<file path="src/rtl/ahb_master_arbiter.sv">
// AHB-Lite master front end for the RISC-V core: arbitrates instruction fetch
// against load/store, runs one transfer at a time on the shared master port,
// and returns read data with a per-requester ack or error pulse.
//
// state | meaning
// ------+-------------------------------------------------------------
// IDLE  | no transfer; arbitrate and latch the winner's attributes
// ADDR  | address phase on the bus (htrans=NONSEQ), waits on hready
// DATA  | data phase, waits on hready, watches hresp
// ERR   | second cycle of the ERROR response, waits on hready
// RESP  | one-cycle ack/err pulse to the owner, no arbitration
module ahb_master_arbiter #(
   parameter int ADDR_W       = 32,
   parameter int DATA_W       = 32,
   parameter int MAX_DATA_RUN = 4
) (
   input  logic              hclk,
   input  logic              hreset,
   input  logic              f_req,
   input  logic [ADDR_W-1:0] f_addr,
   output logic              f_ack,
   output logic              f_err,
   input  logic              d_req,
   input  logic              d_write,
   input  logic [2:0]        d_fn3,
   input  logic [ADDR_W-1:0] d_addr,
   input  logic [DATA_W-1:0] d_wdata,
   output logic              d_ack,
   output logic              d_err,
   output logic              d_misalign,
   output logic [DATA_W-1:0] rdata,
   output logic              is_signed,
   output logic              muxsel,
   output logic              busy,
   output logic [1:0]        htrans,
   output logic [ADDR_W-1:0] haddr,
   output logic              hwrite,
   output logic [2:0]        hsize,
   output logic [3:0]        hprot,
   output logic [DATA_W-1:0] hwdata,
   input  logic [DATA_W-1:0] hrdata,
   input  logic              hready,
   input  logic              hresp
);

   typedef enum logic [2:0] {
      S_IDLE,
      S_ADDR,
      S_DATA,
      S_ERR,
      S_RESP
   } state_t;

   localparam logic [3:0] RUN_MAX = 4'(MAX_DATA_RUN);

   state_t            state;
   logic [3:0]        run_cnt;
   logic [DATA_W-1:0] wdata_q;

   logic              grant_f;
   logic              grant_d;
   logic [2:0]        d_size;
   logic              d_mis;

   // Arbitration winner, data transfer size and alignment, from live requests
   always_comb begin
      grant_f = f_req && (!d_req || (run_cnt == RUN_MAX));
      grant_d = d_req && !grant_f;
      case (d_fn3)
         3'b000, 3'b100: d_size = 3'b000;
         3'b001, 3'b101: d_size = 3'b001;
         default:        d_size = 3'b010;
      endcase
      d_mis = ((d_size == 3'b001) && d_addr[0]) ||
              ((d_size == 3'b010) && (d_addr[1:0] != 2'b00));
   end

   // Transfer sequencer; every bus and core-side output is registered here
   always_ff @(posedge hclk) begin
      if (hreset) begin
         state      <= S_IDLE;
         run_cnt    <= '0;
         wdata_q    <= '0;
         f_ack      <= 1'b0;
         f_err      <= 1'b0;
         d_ack      <= 1'b0;
         d_err      <= 1'b0;
         d_misalign <= 1'b0;
         rdata      <= '0;
         is_signed  <= 1'b0;
         muxsel     <= 1'b0;
         busy       <= 1'b0;
         htrans     <= 2'b00;
         haddr      <= '0;
         hwrite     <= 1'b0;
         hsize      <= 3'b000;
         hprot      <= 4'b0000;
         hwdata     <= '0;
      end else begin
         f_ack      <= 1'b0;
         f_err      <= 1'b0;
         d_ack      <= 1'b0;
         d_err      <= 1'b0;
         d_misalign <= 1'b0;
         // the data run only limits starvation of a fetch that is waiting
         if (!f_req) run_cnt <= '0;
         case (state)
            S_IDLE: begin
               if (grant_f) begin
                  run_cnt   <= '0;
                  muxsel    <= 1'b1;
                  is_signed <= 1'b0;
                  busy      <= 1'b1;
                  htrans    <= 2'b10;
                  haddr     <= f_addr;
                  hwrite    <= 1'b0;
                  hsize     <= 3'b010;
                  hprot     <= 4'b0000;
                  state     <= S_ADDR;
               end else if (grant_d) begin
                  if (f_req) run_cnt <= run_cnt + 4'd1;
                  muxsel    <= 1'b0;
                  is_signed <= (d_fn3 == 3'b000) || (d_fn3 == 3'b001) ||
                               (d_fn3 == 3'b010);
                  busy      <= 1'b1;
                  if (d_mis) begin
                     d_err      <= 1'b1;
                     d_misalign <= 1'b1;
                     state      <= S_RESP;
                  end else begin
                     htrans  <= 2'b10;
                     haddr   <= d_addr;
                     hwrite  <= d_write;
                     hsize   <= d_size;
                     hprot   <= 4'b0001;
                     wdata_q <= d_wdata;
                     state   <= S_ADDR;
                  end
               end
            end
            S_ADDR: begin
               if (hready) begin
                  htrans <= 2'b00;
                  if (hwrite) hwdata <= wdata_q;
                  state <= S_DATA;
               end
            end
            S_DATA: begin
               if (hresp) begin
                  state <= S_ERR;
               end else if (hready) begin
                  if (!hwrite) rdata <= hrdata;
                  if (muxsel) f_ack <= 1'b1;
                  else        d_ack <= 1'b1;
                  state <= S_RESP;
               end
            end
            S_ERR: begin
               if (hready) begin
                  if (muxsel) f_err <= 1'b1;
                  else        d_err <= 1'b1;
                  state <= S_RESP;
               end
            end
            S_RESP: begin
               busy  <= 1'b0;
               state <= S_IDLE;
            end
            default: begin
               busy   <= 1'b0;
               htrans <= 2'b00;
               state  <= S_IDLE;
            end
         endcase
      end
   end

endmodule

</file>
<file path="config.mk">
export PLATFORM = sky130hd
export DESIGN_NAME = ahb_master_arbiter
export DESIGN_NICKNAME = d
export VERILOG_FILES = /design/src/rtl/ahb_master_arbiter.sv
export SDC_FILE = /design/constraint.sdc
export NUM_CORES = 1
export LEC_CHECK = 0
export ABC_CLOCK_PERIOD_IN_PS = 2200
export CELL_PAD_IN_SITES_DETAIL_PLACEMENT = 1
export CELL_PAD_IN_SITES_GLOBAL_PLACEMENT = 1
export CORE_MARGIN = 2
export CORE_UTILIZATION = 32
export CTS_BUF_LIST = sky130_fd_sc_hd__clkbuf_2 sky130_fd_sc_hd__clkbuf_4 sky130_fd_sc_hd__clkbuf_8
export DETAILED_ROUTE_END_ITERATION = 12
export GPL_ROUTABILITY_DRIVEN = 0
export PLACE_DENSITY = 0.95
export SYNTH_ARGS = -nofsm -noshare
export SYNTH_HDL_FRONTEND = slang
export SYNTH_SLANG_ARGS = --single-unit
</file>
<file path="constraint.sdc">
create_clock -name hclk -period 2.2 [get_ports hclk]
set_input_delay 0.44 -clock hclk [delete_from_list [all_inputs] [get_ports hclk]]
set_output_delay 0.44 -clock hclk [all_outputs]
set_load 0.005 [all_outputs]
</file>
Word level (Yosys, flattened, before mapping)
Index checks and enable logic that the tools add are counted.
{"block": "word_totals", "out_inout_bits": 114, "n_memories": 0, "inputBits": 138, "mem_bits_ro": 0, "regBits": 153, "ram_bits": 0, "latchBits": 0}
{"block": "classes", "eq_ne": 15, "add_sub_neg": 1, "n_lt_le_gt_ge": 0, "div_mod_pow": 0, "n_mul": 0, "n_mux": 45, "bitwise_logic": 9, "shift": 0, "reduce_logical": 29}
{"operator": "2-to-1 mux 32 bit", "n": 3}
{"operator": "2-to-1 mux 4 bit", "n": 8}
{"operator": "2-to-1 mux 3 bit", "n": 9}
{"operator": "2-to-1 mux 1 bit", "n": 16}
{"operator": "equality test 3 x 2 -> 1 bit, second input constant", "n": 4}
{"operator": "case mux 3 bit (4 select lines)", "n": 1}
{"operator": "AND reduction 4 bit", "n": 3}
{"operator": "equality test 3 x 1 -> 1 bit, second input constant", "n": 3}
{"operator": "equality test 3 bit, second input constant", "n": 3}
{"operator": "NOT 1 bit", "n": 9}
{"operator": "OR reduction 3 bit", "n": 3}
{"operator": "2-to-1 mux 2 bit", "n": 4}
{"operator": "OR reduction 2 bit", "n": 4}
{"operator": "zero test 3 bit", "n": 2}
{"operator": "!= test 3 bit, second input constant", "n": 2}
{"operator": "case mux 2 bit (3 select lines)", "n": 1}
{"operator": "AND reduction 2 bit", "n": 3}
{"operator": "AND reduction 3 bit", "n": 2}
{"operator": "adder 4 x 1 -> 4 bit, second input constant", "n": 1}
{"operator": "equality test 4 x 3 -> 1 bit, second input constant", "n": 1}
{"operator": "logical AND 1 bit", "n": 4}
{"operator": "logical OR 1 bit", "n": 4}
{"operator": "!= test 2 bit, second input constant", "n": 2}
{"operator": "case mux 1 bit (2 select lines)", "n": 2}
{"operator": "3 further kinds", "n": 5}

Logic depth before layout (Yosys ltp)
{"block": "logic_depth", "word_depth": 10, "depth_mapped": 8}

Worst setup path after synthesis
Ideal clock, no wire load.
{"block": "synth_timing", "kind": "reg2reg", "from": "register run_cnt[0]", "to": "register haddr[24]", "arrival_time_ns": 1.535, "stages_incl_launch_ff": 9, "path_slack_ns": 0.580, "path_buffers": 2, "period_less_slack_ns": 1.620, "cell_sequence": "dfxtp_1 -> inv_1 -> ha_1 -> nand4b_2 -> nand4_4 -> and2_4 -> buf_6 -> buf_6 -> a211oi_1"}
{"block": "synth_via", "elab_chain_len": 7}
{"element": "from (decl)", "line": "57", "rtl": "logic [3:0] run_cnt;"}
{"element": "from (signal assigned)", "line": "121", "rtl": "if (f_req) run_cnt <= run_cnt + 4'd1;"}
{"element": "equality test 4 x 3 -> 1 bit *", "line": "67", "rtl": "grant_f = f_req && (!d_req || (run_cnt == RUN_MAX));"}
{"element": "logical OR 1 bit *", "line": "67"}
{"element": "logical AND 1 bit *", "line": "67"}
{"element": "zero test 1 bit", "line": "68", "rtl": "grant_d = d_req && !grant_f;"}
{"element": "logical AND 1 bit", "line": "68"}
{"element": "nonzero test 2 bit (no source line)"}
{"element": "AND reduction 3 bit (no source line)"}
{"element": "to (signal assigned)", "line": "115", "rtl": "haddr <= f_addr;"}
{"element": "to (signal assigned)", "line": "132", "rtl": "haddr <= d_addr;"}
{"element": "to (decl)", "line": "36", "rtl": "output logic [ADDR_W-1:0] haddr,"}
Every way passes the cells marked *; elsewhere a longest branch is shown, timed or not.
A chain may end at the register's enable or synchronous reset.

Worst setup path in the final report
{"block": "layout_timing", "from": "register hwrite", "to": "output hwrite"}
{"element": "from (decl)", "line": "37", "rtl": "output logic hwrite,"}
{"element": "from (signal assigned)", "line": "133", "rtl": "hwrite <= d_write;"}
No word-level cell between the ends.

==> impl_metrics.json <==
{
  "finalSetupViolCount": 0,
  "cts-root-buf": "sky130_fd_sc_hd__clkbuf_8",
  "switchingPower_mw": 2.13,
  "cp-start-kind": "register",
  "post_route_cells_drive_above_1_share_pct": 9.67,
  "worstPathArrival_ps": 1480,
  "internal-power_mw": 4.69,
  "synth.lib_cells_used.distinct": 53,
  "final-hold-violation-count": 0,
  "dpl.hpwl_um": 15200,
  "post-layout-total-power_mw": 6.82,
  "timing.critical_path.slowest_stage_cell": "sky130_fd_sc_hd__clkdlybuf4s50_1",
  "dr.first_iter.drc_count": 255,
  "leakage_nw": 3.17,
  "average_routed_wire_per_standard_cell_um": 18.0,
  "finish.utilization_pct": 49.3,
  "crit_path_cell_trace": "clkdlybuf4s50_1",
  "grtUsageTotal_pct": 20.5,
  "yosysMostFrequentCell": "sky130_fd_sc_hd__dfxtp_1",
  "cp.buffers_inverters": 1,
  "h-tree-depth": 4,
  "worstMarginPinSlew_ps": 529,
  "ioPinCount": 252,
  "status": "finished clean",
  "drt-total-wl_um": 21000,
  "timing.final.crit_period_ps": 1920,
  "worstHoldEndpoint": "wdata_q[10]",
  "grt_busiest_layer": "met2",
  "met1_usage_pct": 22.3,
  "number_of_antenna_violations_at_the_first_check_in_global_routing": 0,
  "setup.worst_path.class": "reg2out",
  "cts_tree": "done",
  "die_w_um": 142,
  "cts_repair_resize_count": 0,
  "fin_crit_sh_pct": 87.1,
  "cp.required_ps": 1760,
  "reg2reg_from": "run_cnt[0]",
  "irDropWorstVdd_uv": 365,
  "start_util_pct": 32.6,
  "timing.rr.end": "hwrite",
  "crit_path_max_fanout": 6,
  "worst_r2r_path_depth": 7,
  "floorplan.die.height_um": 142,
  "synth.area.top_cells": "sky130_fd_sc_hd__dfxtp_1 (49%), sky130_fd_sc_hd__a21oi_1 (11%), sky130_fd_sc_hd__nand2_1 (8.5%), sky130_fd_sc_hd__mux2i_1 (5.3%), sky130_fd_sc_hd__a211oi_2 (4.1%)",
  "synth_sequential_area_ratio_pct": 48.8,
  "n_fill_cell": 2135,
  "synthDominantCellAreaShare_pct": 48.8,
  "deepest_clock_path_buffer_count": 2,
  "netlist_top_cells_count": "sky130_fd_sc_hd__dfxtp_1 (148), sky130_fd_sc_hd__nand2_1 (137), sky130_fd_sc_hd__a21oi_1 (136), sky130_fd_sc_hd__nand3_1 (35), sky130_fd_sc_hd__o21ai_0 (33)",
  "synth-seq-cells": 148,
  "setup_slack_ps": 285,
  "synth_async_sr_flop_share_pct": 0,
  "timing.critical_path.depth": 1,
  "ys.warnings.count": 0,
  "timing.slew.headroom_pct": 64.7,
  "setup.reg_to_reg.worst_slack_ps": 290,
  "grt_remaining_overflow": 0,
  "met3_usage_pct": 6.04,
  "skew_ps": 17.7,
  "detail_route.vias_per_cell": 5.11,
  "use_met2_pct": 37.2,
  "route.vias.total": 5954,
  "placed_cells": 1133,
  "grt_first_pass_wirelength_um": 32800,
  "numPortBuffers": 246,
  "p_per_area_nw_per_um2": 742,
  "register_area_um2": 2960,
  "detail-route-antenna-nets": 0,
  "place_ws_ps": -23.1,
  "min_from": "hreset",
  "swShare_pct": 31.2,
  "cts.sinks": 148,
  "timing.hold.worst_path_depth": 2,
  "synth.largest_area_cell": "sky130_fd_sc_hd__dfxtp_1",
  "cts_post_setup_buffers_inserted": 0,
  "hold_buffers": 0,
  "tritoncts.num_buffers": 17,
  "netlist_area_pre_place_um2": 6070,
  "design.core.area_um2": 18600,
  "syn-mean-instance-area_um2": 8.84,
  "std_cell_rows": 50,
  "critical_path.top_delay_family": "buffers and inverters",
  "final-instance-count-excl-fill": 1165,
  "max_cap_violations": 0,
  "hold_path.class": "in2reg",
  "timing.hold.ws_ps": 416,
  "fmax_mhz": 522,
  "max_stage_delay_ps": 580,
  "detail_route.first_pass.iterations": 4,
  "power.clock.fraction_pct": 31.5,
  "cts.reportedPaths.clkPinSlew_ps": 90,
  "sequentialPowerShare_pct": 44.5,
  "synthToLayoutAreaGrowth_pct": 51.4,
  "insertedDiodeCount": 0,
  "clk_latency_ps": 450,
  "multiInputGateArea_um2": 2740,
  "syn_inst": 687,
  "route.detailed.drc": 0,
  "maxSlewViolCount": 0,
  "grt_max_degree": 64,
  "vias_in_the_first_global_route": 6384,
  "kind_of_end_point_of_the_critical_path": "primary output",
  "number_of_enable_flip_flop_cells_after_synthesis": 0,
  "area_enclosed_by_the_die_boundary_um2": 20100,
  "rsz_0062_raised_after_global_routing": "false",
  "pwr-share-comb_pct": 24.0,
  "final_net_count": 1058,
  "postSynth.topFlopCell": "sky130_fd_sc_hd__dfxtp_1"
}
[per-layer routing]
layer / wire [um] / up-vias / part of all wire (%)
met4: 649 / 0 / 3.1
met3: 1360 / 50 / 6.5
met1: 8200 / 2860 / 39
met2: 10800 / 204 / 51
met5: 0 / - / 0
li1: - / 2840 / -
[how the worst max path moves through the flow]
stage / start / to / slack (ps)
final: hwrite / hwrite / 280
after detailed placement: f_req / haddr[27] / -20
after global routing: run_cnt[0] / hwrite / 100
after floorplan: run_cnt[0] / haddr[24] / 580
after CTS: hwrite / hwrite / 220
after global placement: f_req / hwrite / 110
[sequential cells by signal, summed over array words and instances, names as in the netlist, 2 cells and up]
| register | count |
|---|---|
| haddr | 32 |
| hwdata | 32 |
| rdata | 32 |
| wdata_q | 32 |
| run_cnt | 4 |
| state | 3 |
| hsize | 2 |
[cell families (layout without fill, tap and decap cells)]
family,Yosys count,in the layout,synth area share (%)
AOI/OAI and AO/OA,219,219,22.1
and+or+nand+nor,216,216,17.0
DFF,148,148,48.8
buffers and inverters,69,309,6.38
muxes,32,32,5.27
adders and majority gates,2,2,0.412
other,1,5,0.0617
[stage by stage]
stage / TNS [ps] / instance area [um^2]
6_report: 0 / 9200
4_1_cts: 0 / 9200
3_3_place_gp: 0 / 8800
3_5_place_dp: -23.1 / 8800
5_1_grt: 0 / 9200
2_1_floorplan: 0 / 6090
[area by class of cell]
cell class                      instances  share of cell area [%]
Inverter                                4                   0.163
Tap cell                              234                    3.18
Clock buffer                           17                    2.54
Clock inverter                         15                    1.81
Timing Repair Buffer                  273                    30.3
Sequential cell                       148                    32.2
Multi-Input combinational cell        474                    29.8
[power groups by stage]
stage | Sequential [mW] | Combinational [mW] | Clock, mW
after detailed placement | 3.09 | 1.64 | 0
after global routing | 3.06 | 1.76 | 2.31
after floorplan | 3.06 | 0.853 | 0
after CTS | 3.04 | 1.65 | 2.21
after global placement | 3.08 | 1.58 | 0
final | 3.04 | 1.64 | 2.15
[placed cells by master, fill, tap and decap left out, types with 2 or more instances in the layout]
master and instances:
sky130_fd_sc_hd__clkdlybuf4s50_1 245, sky130_fd_sc_hd__dfxtp_1 148, sky130_fd_sc_hd__nand2_1 137, sky130_fd_sc_hd__a21oi_1 136, sky130_fd_sc_hd__nand3_1 35, sky130_fd_sc_hd__o21ai_0 33
sky130_fd_sc_hd__mux2i_1 32, sky130_fd_sc_hd__a211oi_2 20, sky130_fd_sc_hd__buf_4 18, sky130_fd_sc_hd__clkbuf_8 17, sky130_fd_sc_hd__a211oi_1 12, sky130_fd_sc_hd__nor2_1 11
sky130_fd_sc_hd__buf_12 10, sky130_fd_sc_hd__conb_1 5, sky130_fd_sc_hd__inv_1 4, sky130_fd_sc_hd__nand2b_1 4, sky130_fd_sc_hd__nor3_1 4, sky130_fd_sc_hd__inv_6 4
sky130_fd_sc_hd__inv_8 4, sky130_fd_sc_hd__a21o_1 3, sky130_fd_sc_hd__a22oi_1 3, sky130_fd_sc_hd__clkinvlp_4 3, sky130_fd_sc_hd__nor2b_1 2, sky130_fd_sc_hd__and3_1 2
sky130_fd_sc_hd__nand3b_1 2, sky130_fd_sc_hd__a31oi_1 2, sky130_fd_sc_hd__nor4bb_1 2, sky130_fd_sc_hd__ha_1 2, sky130_fd_sc_hd__clkinv_4 2
(Power assumes the default switching activity.)
